**src/rtl/exu_lsu_pkg.sv**
```systemverilog
// Shared encodings and ISA constants for the execute-stage load/store unit.
package exu_lsu_pkg;

    localparam int ISA_WIDTH = 32;
    localparam int ISA_BYTES = ISA_WIDTH / 8;

    typedef enum logic [1:0] {
        ST_IDLE = 2'b00,
        ST_REQ  = 2'b01,
        ST_RSP  = 2'b10,
        ST_DONE = 2'b11
    } lsu_state_e;

    typedef enum logic [1:0] {
        SZ_BYTE = 2'b00,
        SZ_HALF = 2'b01,
        SZ_WORD = 2'b10,
        SZ_ILL  = 2'b11
    } lsu_size_e;

    typedef enum logic [1:0] {
        ERR_OK       = 2'b00,
        ERR_MISALIGN = 2'b01,
        ERR_TIMEOUT  = 2'b10,
        ERR_SIZE     = 2'b11
    } lsu_err_e;

    // An illegal size code is reported ahead of any alignment problem.
    function automatic lsu_err_e access_err(input logic [1:0] size, input logic [1:0] addr_lo);
        lsu_err_e e;
        e = ERR_OK;
        case (size)
            SZ_HALF: if (addr_lo[0]) e = ERR_MISALIGN;
            SZ_WORD: if (addr_lo != 2'b00) e = ERR_MISALIGN;
            SZ_ILL:  e = ERR_SIZE;
            default: e = ERR_OK;
        endcase
        return e;
    endfunction

endpackage

```
**src/rtl/exu_lsu_align.sv**
```systemverilog
// Byte-lane steering: store lane mask, store data replication/shift, load data shift.
module lsu_align
    import exu_lsu_pkg::*;
(
    input  logic [1:0]           size_i,
    input  logic [1:0]           addr_lo_i,
    input  logic [ISA_WIDTH-1:0] wdata_i,
    input  logic [ISA_WIDTH-1:0] rdata_i,
    output logic [ISA_BYTES-1:0] lane_mask_o,
    output logic [ISA_WIDTH-1:0] wdata_o,
    output logic [ISA_WIDTH-1:0] rdata_o
);

    logic [4:0]           shamt;
    logic [ISA_WIDTH-1:0] repl;
    logic [ISA_WIDTH-1:0] keep;

    assign shamt = {addr_lo_i, 3'b000};

    always_comb begin
        lane_mask_o = '1;
        repl        = wdata_i;
        keep        = '1;
        case (size_i)
            SZ_BYTE: begin
                lane_mask_o = 4'b0001 << addr_lo_i;
                repl        = {4{wdata_i[7:0]}};
                keep        = 32'h0000_00FF;
            end
            SZ_HALF: begin
                lane_mask_o = 4'b0011 << addr_lo_i;
                repl        = {2{wdata_i[15:0]}};
                keep        = 32'h0000_FFFF;
            end
            default: ;
        endcase
    end

    assign wdata_o = repl << shamt;
    assign rdata_o = (rdata_i >> shamt) & keep;

endmodule

```
**src/rtl/exu_lsu.sv**
```systemverilog
// Load/store unit: accepts one access at a time, issues a single word-aligned bus
// request, waits for the load response (bounded by TIMEOUT) and reports completion.
module exu_lsu
    import exu_lsu_pkg::*;
#(
    parameter int TIMEOUT = 255
) (
    input  logic                 clk,
    input  logic                 rst,
    input  logic                 in_valid,
    output logic                 in_ready,
    input  logic                 is_store,
    input  logic [1:0]           size,
    input  logic [ISA_WIDTH-1:0] addr,
    input  logic [ISA_WIDTH-1:0] wdata,
    output logic                 out_valid,
    output logic [ISA_WIDTH-1:0] mem_r,
    output logic [1:0]           err,
    output logic                 req_valid,
    input  logic                 req_ready,
    output logic                 req_wen,
    output logic [ISA_WIDTH-1:0] req_addr,
    output logic [ISA_WIDTH-1:0] req_wdata,
    output logic [ISA_BYTES-1:0] req_wmask,
    input  logic                 rsp_valid,
    input  logic [ISA_WIDTH-1:0] rsp_rdata
);

    localparam int               CNT_W    = $clog2(TIMEOUT + 1);
    localparam logic [CNT_W-1:0] CNT_LAST = CNT_W'(TIMEOUT - 1);

    lsu_state_e           state_q;
    logic [CNT_W-1:0]     cnt_q;
    logic                 in_ready_q;
    logic                 out_valid_q;
    logic                 req_valid_q;
    logic                 is_store_q;
    lsu_err_e             err_q;
    logic [ISA_WIDTH-1:0] mem_r_q;
    logic [1:0]           size_q;
    logic [ISA_WIDTH-1:0] addr_q;
    logic [ISA_WIDTH-1:0] wdata_q;

    lsu_err_e             acc_err;
    logic [ISA_BYTES-1:0] lane_mask;
    logic [ISA_WIDTH-1:0] wdata_al;
    logic [ISA_WIDTH-1:0] rdata_al;

    assign acc_err = access_err(size, addr[1:0]);

    // Payload is captured once at acceptance so the bus request stays stable while stalled.
    always_ff @(posedge clk) begin
        if (in_valid && in_ready_q) begin
            addr_q  <= addr;
            wdata_q <= wdata;
            size_q  <= size;
        end
    end

    lsu_align u_align (
        .size_i      (size_q),
        .addr_lo_i   (addr_q[1:0]),
        .wdata_i     (wdata_q),
        .rdata_i     (rsp_rdata),
        .lane_mask_o (lane_mask),
        .wdata_o     (wdata_al),
        .rdata_o     (rdata_al)
    );

    always_ff @(posedge clk or negedge rst) begin
        if (!rst) begin
            state_q     <= ST_IDLE;
            cnt_q       <= '0;
            in_ready_q  <= 1'b1;
            out_valid_q <= 1'b0;
            req_valid_q <= 1'b0;
            is_store_q  <= 1'b0;
            err_q       <= ERR_OK;
            mem_r_q     <= '0;
        end else begin
            out_valid_q <= 1'b0;
            case (state_q)
                ST_IDLE: begin
                    if (in_valid) begin
                        is_store_q <= is_store;
                        in_ready_q <= 1'b0;
                        if (acc_err != ERR_OK) begin
                            err_q       <= acc_err;
                            mem_r_q     <= '0;
                            out_valid_q <= 1'b1;
                            state_q     <= ST_DONE;
                        end else begin
                            req_valid_q <= 1'b1;
                            state_q     <= ST_REQ;
                        end
                    end
                end
                ST_REQ: begin
                    if (req_ready) begin
                        req_valid_q <= 1'b0;
                        if (is_store_q) begin
                            err_q       <= ERR_OK;
                            mem_r_q     <= '0;
                            out_valid_q <= 1'b1;
                            state_q     <= ST_DONE;
                        end else begin
                            cnt_q   <= '0;
                            state_q <= ST_RSP;
                        end
                    end
                end
                ST_RSP: begin
                    // A response in the final wait cycle still beats the timeout.
                    if (rsp_valid) begin
                        err_q       <= ERR_OK;
                        mem_r_q     <= rdata_al;
                        out_valid_q <= 1'b1;
                        state_q     <= ST_DONE;
                    end else if (cnt_q == CNT_LAST) begin
                        err_q       <= ERR_TIMEOUT;
                        mem_r_q     <= '0;
                        out_valid_q <= 1'b1;
                        state_q     <= ST_DONE;
                    end else begin
                        cnt_q <= cnt_q + 1'b1;
                    end
                end
                ST_DONE: begin
                    in_ready_q <= 1'b1;
                    state_q    <= ST_IDLE;
                end
                default: state_q <= ST_IDLE;
            endcase
        end
    end

    assign in_ready  = in_ready_q;
    assign out_valid = out_valid_q;
    assign err       = err_q;
    assign mem_r     = mem_r_q;
    assign req_valid = req_valid_q;
    assign req_wen   = is_store_q;
    assign req_addr  = {addr_q[ISA_WIDTH-1:2], 2'b00};
    assign req_wdata = wdata_al;
    assign req_wmask = is_store_q ? lane_mask : '0;

endmodule

```
**config.mk**
```make
export PLATFORM = sky130hd
export DESIGN_NAME = exu_lsu
export DESIGN_NICKNAME = d
export VERILOG_FILES = /design/src/rtl/exu_lsu_pkg.sv /design/src/rtl/exu_lsu_align.sv /design/src/rtl/exu_lsu.sv
export SDC_FILE = /design/constraint.sdc
export NUM_CORES = 1
export LEC_CHECK = 0
export CELL_PAD_IN_SITES_DETAIL_PLACEMENT = 1
export CELL_PAD_IN_SITES_GLOBAL_PLACEMENT = 1
export CORE_ASPECT_RATIO = 1.4
export CORE_MARGIN = 2
export CORE_UTILIZATION = 33
export DETAILED_ROUTE_END_ITERATION = 8
export PLACE_DENSITY_LB_ADDON = 0.1
export SYNTH_ARGS = -nofsm -noshare
export SYNTH_HDL_FRONTEND = slang
export SYNTH_SLANG_ARGS = --single-unit
```
**constraint.sdc**
```tcl
create_clock -name clk -period 3.5 [get_ports clk]
set_input_delay 0.7 -clock clk [delete_from_list [all_inputs] [get_ports clk]]
set_output_delay 0.7 -clock clk [all_outputs]
set_load 0.005 [all_outputs]
```
==> out/metrics.yaml, run 1 <==
power:
  internal_power_w: 0.00400
  swShare: 0.326
  power-per-cell-area_nw_per_um2: 680
  power_leakage_nw: 3.48
  combPwrFrac: 0.375
  clkPwrFrac: 0.296
  peakVddDrop_uv: 317
  seqPwrFrac: 0.329
  p_sw_w: 0.00193
sta:
  fmax_mhz: 296
  hold_viol_final: 0
  min_period_over_period: 0.967
  fin_worst_skew_ps: 8.14
  worst_pin_slew_ps: 1110
  setup_viol: 0
  timing.hold.ws_ps: 292
  post-route-min-period_ps: 3380
  slew_violations: 0
  fin_setup_tns_ps: 0
  rsz0062_at_grt: "no"
  slew_headroom: 0.249
  setup_ws_ps: 116
die:
  start_util: 0.336
  die_x_um: 118
  coreArea_um2: 17900
  die_y_um: 164
  std_cell_rows: 58
  die_area_um2: 19400
  ios: 210
place:
  placed_cells: 917
  placed_area_um2: 8140
  port_buffers: 207
  place_ws_ps: 544
  gp_congestion: 0.834
  dp_hpwl_mm: 13.4
run:
  drv_cap: 0
routing:
  ant_nets: 0
  wl_per_cell_um: 19.1
  routed-via-count: 4639
  drt_pass1_iterations: 5
  drt_wl_total_mm: 18.1
  drt_iter0_drc: 144
  drcViolationCount: 0
  vias_per_cell: 4.89
grt:
  track_usage: 0.188
  grt_pass1_wl_mm: 28.2
  grt_max_degree: 50
  grt_pass1_vias: 5101
  antenna_found_initial: 0
  gr-total-overflow: 0
setup_path:
  worst-path-max-fanout: 21
  worst_ep_required_time_ps: 2800
  r2r-start: "addr_q[1]"
  startpoint: "size_q[1]"
  crit_type: "reg2out"
  critPathLaunchType: "flop"
  cp.arrival_ps: 2680
  reg2reg_depth: 6
  cp-end-kind: "output pin"
yosys:
  synth_compound_area_frac: 0.104
  synth.largest_area_cell: "edfxtp_1"
  synth.area.top_cells: "edfxtp_1 (33%), dfrtp_1 (20%), mux2i_1 (8.6%), mux2_4 (5.5%), buf_4 (4.2%)"
  synthAdderAreaFrac: 0.0125
  ys_seq_elements: 114
  synth-async-reset-ratio: 0.421
  synth_simple_gate_area_frac: 0.117
  synth-edff-count: 66
  syn_area_um2: 6030
  ys_seq_area_frac: 0.528
  synth_top_cell_area_share: 0.329
  synth_cell_types: 49
  yosysWarnings: 0
  syn_avg_cell_area_um2: 11.7
  synthMuxAreaShare: 0.164
  synthXorXnorAreaFrac: 0
  synth_cells: 516
  synth_top_family_by_area: "multiplexers"
  ys.flop_type: "edfxtp_1"
clocking:
  cts.clk_slew.worst_paths_ps: 60
  cts_buffers: 17
  clkSinkCount: 114
  hold_buffers: 0
  post_cts_buffers: 0
  htreeDepth: 4
  clock_latency_ps: 420
  cts_tree: "built"
  cts_resized: 0
  clockRootBuffer: "clkbuf_16"
  clock_path_buffers: 2
final_layout:
  final_layout_size_suffix_gt1_frac: 0.124
  layout_commonest_cell: "clkdlybuf4s50_1"
  fill_cells: 1916
  final_cell_mix: "clkdlybuf4s50_1 (206), edfxtp_1 (66), mux2i_1 (52), dfrtp_1 (47), nor2_1 (40)"
  n_antenna_cell: 0
  fin_cells: 949
  postLayoutCellArea_um2: 8730
  nets: 806
  syn_to_final_growth_pct: 44.9
outcome:
  outcome: "complete, no violations"
hold_path:
  min_path_type: "in2async"
[final cells by class]
type | instances | area (um2) | area share
Timing Repair Buffer | 220 | 2190 | 0.251
Sequential cell | 114 | 3180 | 0.365
Multi-Input combinational cell | 326 | 2400 | 0.275
Tap cell | 240 | 300 | 0.0344
Clock inverter | 15 | 171 | 0.0196
Clock buffer | 17 | 425 | 0.0487
Inverter | 17 | 63.8 | 0.00731
[worst max-delay path, cell delays in order (launching register included)]
cell             delay, ps
edfxtp_1               360
buf_4                  300
clkinv_1               410
a211oi_1               320
nor3_1                  80
a21oi_1                230
clkdlybuf4s50_1        550
[cells by family (layout without fill, tap and decap cells)]
| kind of cell | Yosys count | after routing |
|---|---|---|
| buffers and inverters | 77 | 269 |
| flip-flops | 114 | 114 |
| AND/OR/NAND/NOR | 136 | 136 |
| other | 1 | 2 |
| AO/OA/AOI/OAI | 96 | 96 |
| multiplexers | 86 | 86 |
| adder cells (fa/ha/maj) | 6 | 6 |
[per-stage QoR]
step,power [W],utilization
floorplan,0.00325,-
detailed placement,0.00423,0.454
global route,0.00626,0.487
global placement,0.00416,0.454
CTS,0.00603,0.487
finish,0.00594,0.487
[flip-flops by register name, summed over array words and instances (netlist names)]
register and count:
addr_q 32, cnt_q 8, err 2, in_ready 1
mem_r 32, out_valid 1, req_valid 1, req_wen 1
size_q 2, state_q 2, wdata_q 32
[cells in the mapped netlist, types with 2 or more instances]
master	instances
buf_4	34
o21ai_0	17
a31oi_1	2
clkbuf_1	16
ha_1	6
or2_2	2
mux2i_1	52
nor3_1	14
buf_6	3
dfrtp_1	47
nand3_1	4
a2bb2oi_1	8
nor2_1	40
a211oi_1	26
a21o_1	2
inv_1	16
edfxtp_1	66
o31ai_1	2
or4_1	3
nor4_1	2
mux2_2	12
or3_1	3
and2_1	9
o22ai_1	2
a21oi_1	27
nand2_1	24
mux2_4	22
nor2b_1	27
buf_2	7
o22a_1	2
[power by group through the flow]
stage,clock (W),combinational (W),sequential (W)
2_1_floorplan,0,0.00132,0.00193
3_3_place_gp,0,0.00219,0.00197
3_5_place_dp,0,0.00225,0.00198
4_1_cts,0.00180,0.00226,0.00196
5_1_grt,0.00185,0.00242,0.00199
6_report,0.00176,0.00222,0.00195
[routing by layer]
metal	GRT usage	share of wire	vias up
li1	-	-	2203
met1	0.212	0.39	2241
met5	0	0	-
met4	0.0789	0.028	0
met2	0.330	0.52	165
met3	0.0587	0.063	30
[path summary, 6_finish.rpt]
check	end	slack, ps
min in group clk	mem_r[7]	510
max	req_wdata[28]	120
max reg2reg	mem_r[25]	930
min reg2reg	mem_r[7]	510
max in group asynchronous	in_ready	2390
min	mem_r[14]	290
Note: power is estimated with default switching activity, not from simulation.
==> run 2, diff against run 1 <==
--- a/config.mk
+++ b/config.mk
@@ -10,6 +10,7 @@
 export CORE_ASPECT_RATIO = 1.4
 export CORE_MARGIN = 2
 export CORE_UTILIZATION = 33
+export CTS_BUF_LIST = sky130_fd_sc_hd__clkbuf_2 sky130_fd_sc_hd__clkbuf_4 sky130_fd_sc_hd__clkbuf_8
 export DETAILED_ROUTE_END_ITERATION = 8
 export PLACE_DENSITY_LB_ADDON = 0.1
 export SYNTH_ARGS = -nofsm -noshare
==> constraint.sdc (replaced) <==
create_clock -name clk -period 3.45 [get_ports clk]
set_input_delay 0.69 -clock clk [delete_from_list [all_inputs] [get_ports clk]]
set_output_delay 0.69 -clock clk [all_outputs]
set_load 0.005 [all_outputs]
==> run 2 against run 1 <==
  * Wire length fell by 0.12%
  * Register-to-register slack worse by 150 ps
  * Clock-buffer cell count is the same
  * Sequential cell count did not move
  * Non-clock buffer count increased by 3
  * Clock skew is essentially flat
  * Worst hold slack got worse by 55 ps
  * Sequential power up 2%
  * Combinational power about the same
==> out/metrics.yaml, run 2 (synthesis gave the netlist of run 1 again) <==
outcome:
  outcome: "complete, no violations"  # unchanged
setup_path:
  critPathLaunchType: "flop"  # unchanged
  cp.buffers_inverters: 3  # unchanged
  worst_path_max_delay_cell: "clkdlybuf4s50_1"  # unchanged
  cpPeakStageDelay_ps: 560  # was 550 ps
  crit_family: "buffers and inverters"  # unchanged
  worst-path-max-fanout: 10  # was 21
  path_cells: "buf_4 > clkinv_2 > a211oi_1 > nor3_1 > a21oi_1 > clkdlybuf4s50_1"  # was buf_4 > clkinv_1 > a211oi_1 > nor3_1 > a21oi_1 > clkdlybuf4s50_1
  cp-end-kind: "output pin"  # unchanged
  cp.arrival_ps: 2540  # was 2680 ps
  crit_type: "reg2out"  # unchanged
  worst_ep_required_time_ps: 2760  # was 2800 ps
place:
  gp_congestion: 0.845  # was 0.834
  port_buffers: 207  # unchanged
  dp_hpwl_mm: 13.5  # was 13.4 mm
  placed_area_um2: 8150  # was 8140 um2
final_layout:
  syn_to_final_growth_pct: 41.8  # was 44.9%
  postLayoutCellArea_um2: 8540  # was 8730 um2
  n_antenna_cell: 0  # unchanged
  fill_cells: 1954  # was 1,916
  multi_input_area_um2: 2400  # unchanged
  final_cell_mix: "clkdlybuf4s50_1 (206), edfxtp_1 (66), mux2i_1 (52), dfrtp_1 (47), nor2_1 (40)"  # unchanged
  register_area_um2: 3180  # unchanged
  nets: 809  # was 806
  final_layout_size_suffix_gt1_frac: 0.132  # was 0.124
  layout_commonest_cell: "clkdlybuf4s50_1"  # unchanged
sta:
  post-route-min-period_ps: 3230
  fmax_mhz: 309
  hold_viol_final: 0  # unchanged
  rsz0062_at_grt: "no"  # unchanged
  min_period_over_period: 0.937
  fin_worst_skew_ps: 8.31  # was 8.14 ps
  slew_headroom: 0.226  # was 0.249
  worst_pin_slew_ps: 1150  # was 1110 ps
  fin_setup_tns_ps: 0  # unchanged
  setup_viol: 0  # unchanged
  slew_violations: 0  # unchanged
run:
  drv_cap: 0  # unchanged
clocking:
  post_cts_buffers: 0  # unchanged
  clock_latency_ps: 450  # was 420 ps
  clkSinkCount: 114  # unchanged
  htreeDepth: 4  # unchanged
  clock_path_buffers: 2  # unchanged
  cts_tree: "built"  # unchanged
  cts.clk_slew.worst_paths_ps: 80  # was 60 ps
  clockRootBuffer: "clkbuf_8"  # was clkbuf_16
  cts_buffers: 17  # unchanged
routing:
  routed-via-count: 4660  # was 4,639
  drt_pass1_iterations: 4  # was 5
  ant_nets: 0  # unchanged
  drt_iter0_drc: 176  # was 144
  drcViolationCount: 0  # unchanged
  wl_per_cell_um: 19.0  # was 19.1 um
  drt_wl_total_mm: 18.1  # about the same
  vias_per_cell: 4.89  # about the same
hold_path:
  min_path_type: "in2async"  # unchanged
power:
  power-per-cell-area_nw_per_um2: 643  # was 680 nW/um2
  power_leakage_nw: 3.41  # was 3.48 nW
  peakVddDrop_uv: 368  # was 317 uV
die:
  std_cell_rows: 58  # unchanged
  die_y_um: 164  # unchanged
  ios: 210  # unchanged
  start_util: 0.336  # unchanged
  die_area_um2: 19400  # unchanged
  coreArea_um2: 17900  # unchanged
  die_x_um: 118  # unchanged
grt:
  grt_max_degree: 67  # was 50
  antenna_found_initial: 0  # unchanged
  grt_pass1_vias: 5076  # was 5,101
  gr-total-overflow: 0  # unchanged
  grt_pass1_wl_mm: 28.3  # was 28.2 mm
  track_usage: 0.191  # was 0.188
[run 2: cell count changes in the layout (fill, tap and decap cells not counted)]
cell	before	now
buf_12	2	1
clkinv_2	0	1
clkbuf_16	17	0
buf_4	11	15
inv_8	2	5
clkbuf_8	0	17
or2_1	1	0
or2_2	2	3
clkinv_4	3	2
bufinv_16	2	1
clkinv_1	2	0
[run 2: final cells by class]
class,instances,share of cell area
flip-flops and latches,114,0.373
multi-input cells,326,0.281
repair buffers,223,0.257
well taps,240,0.0351
clock buffers,17,0.0274
clock inverters,15,0.0190
inverters,17,0.00761
[run 2: per-stage QoR]
step | power, W | hold WS [ps] | util | worst slack [ps] | cells
after floorplan | 0.00330 | 394 | - | 778 | 517
after global placement | 0.00421 | 487 | 0.454 | 454 | 920
after detailed placement | 0.00429 | 495 | 0.454 | 365 | 920
after CTS | 0.00559 | 231 | 0.477 | 14.3 | 952
after global routing | 0.00582 | 247 | 0.477 | 48.8 | 952
final | 0.00550 | 237 | 0.477 | 219 | 952
[run 2: path summary, 6_finish.rpt]
path / startpoint / cells past startpoint / slack [ps] / endpoint
worst max register to register: state_q[0] / 6 / 780 / mem_r[11]
worst max-delay path: size_q[1] / 6 / 220 / req_wdata[28]
worst min-delay path: rst / 1 / 240 / mem_r[31]
worst min register to register: in_ready / 2 / 500 / in_ready
max in group asynchronous: rst / 2 / 2470 / in_ready
min in group clk: in_ready / 2 / 500 / in_ready
[run 2: metal layers]
layer  GRT usage  part of all wire  vias to the layer above  routed length, um
li1            -                 -                     2199                  -
met1       0.208              0.39                     2274               7060
met2       0.344              0.52                      163               9440
met3      0.0618             0.069                       24               1250
met4      0.0739             0.020                        0                363
met5           0                 0                        -                  0
[run 2: timing repair]
action,in CTS,in global routing
resized for setup,1,1
pin swaps,0,0
endpoints found under the setup margin,5,6
hold buffers,0,0
[run 2: report_power, final]
group / total (W) / internal (W) / switching [W]
Clock: 0.00127 / 0.000605 / 0.000667
Combinational: 0.00224 / 0.00120 / 0.00104
Sequential: 0.00199 / 0.00177 / 0.000215
[run 2: worst register-to-register path, cell delays in order, from the launching register on]
cell and delay (ps):
dfrtp_1 430, inv_1 110, ha_1 380, nor2b_1 240, o21ai_2 120, nand4_4 700, mux2_4 590
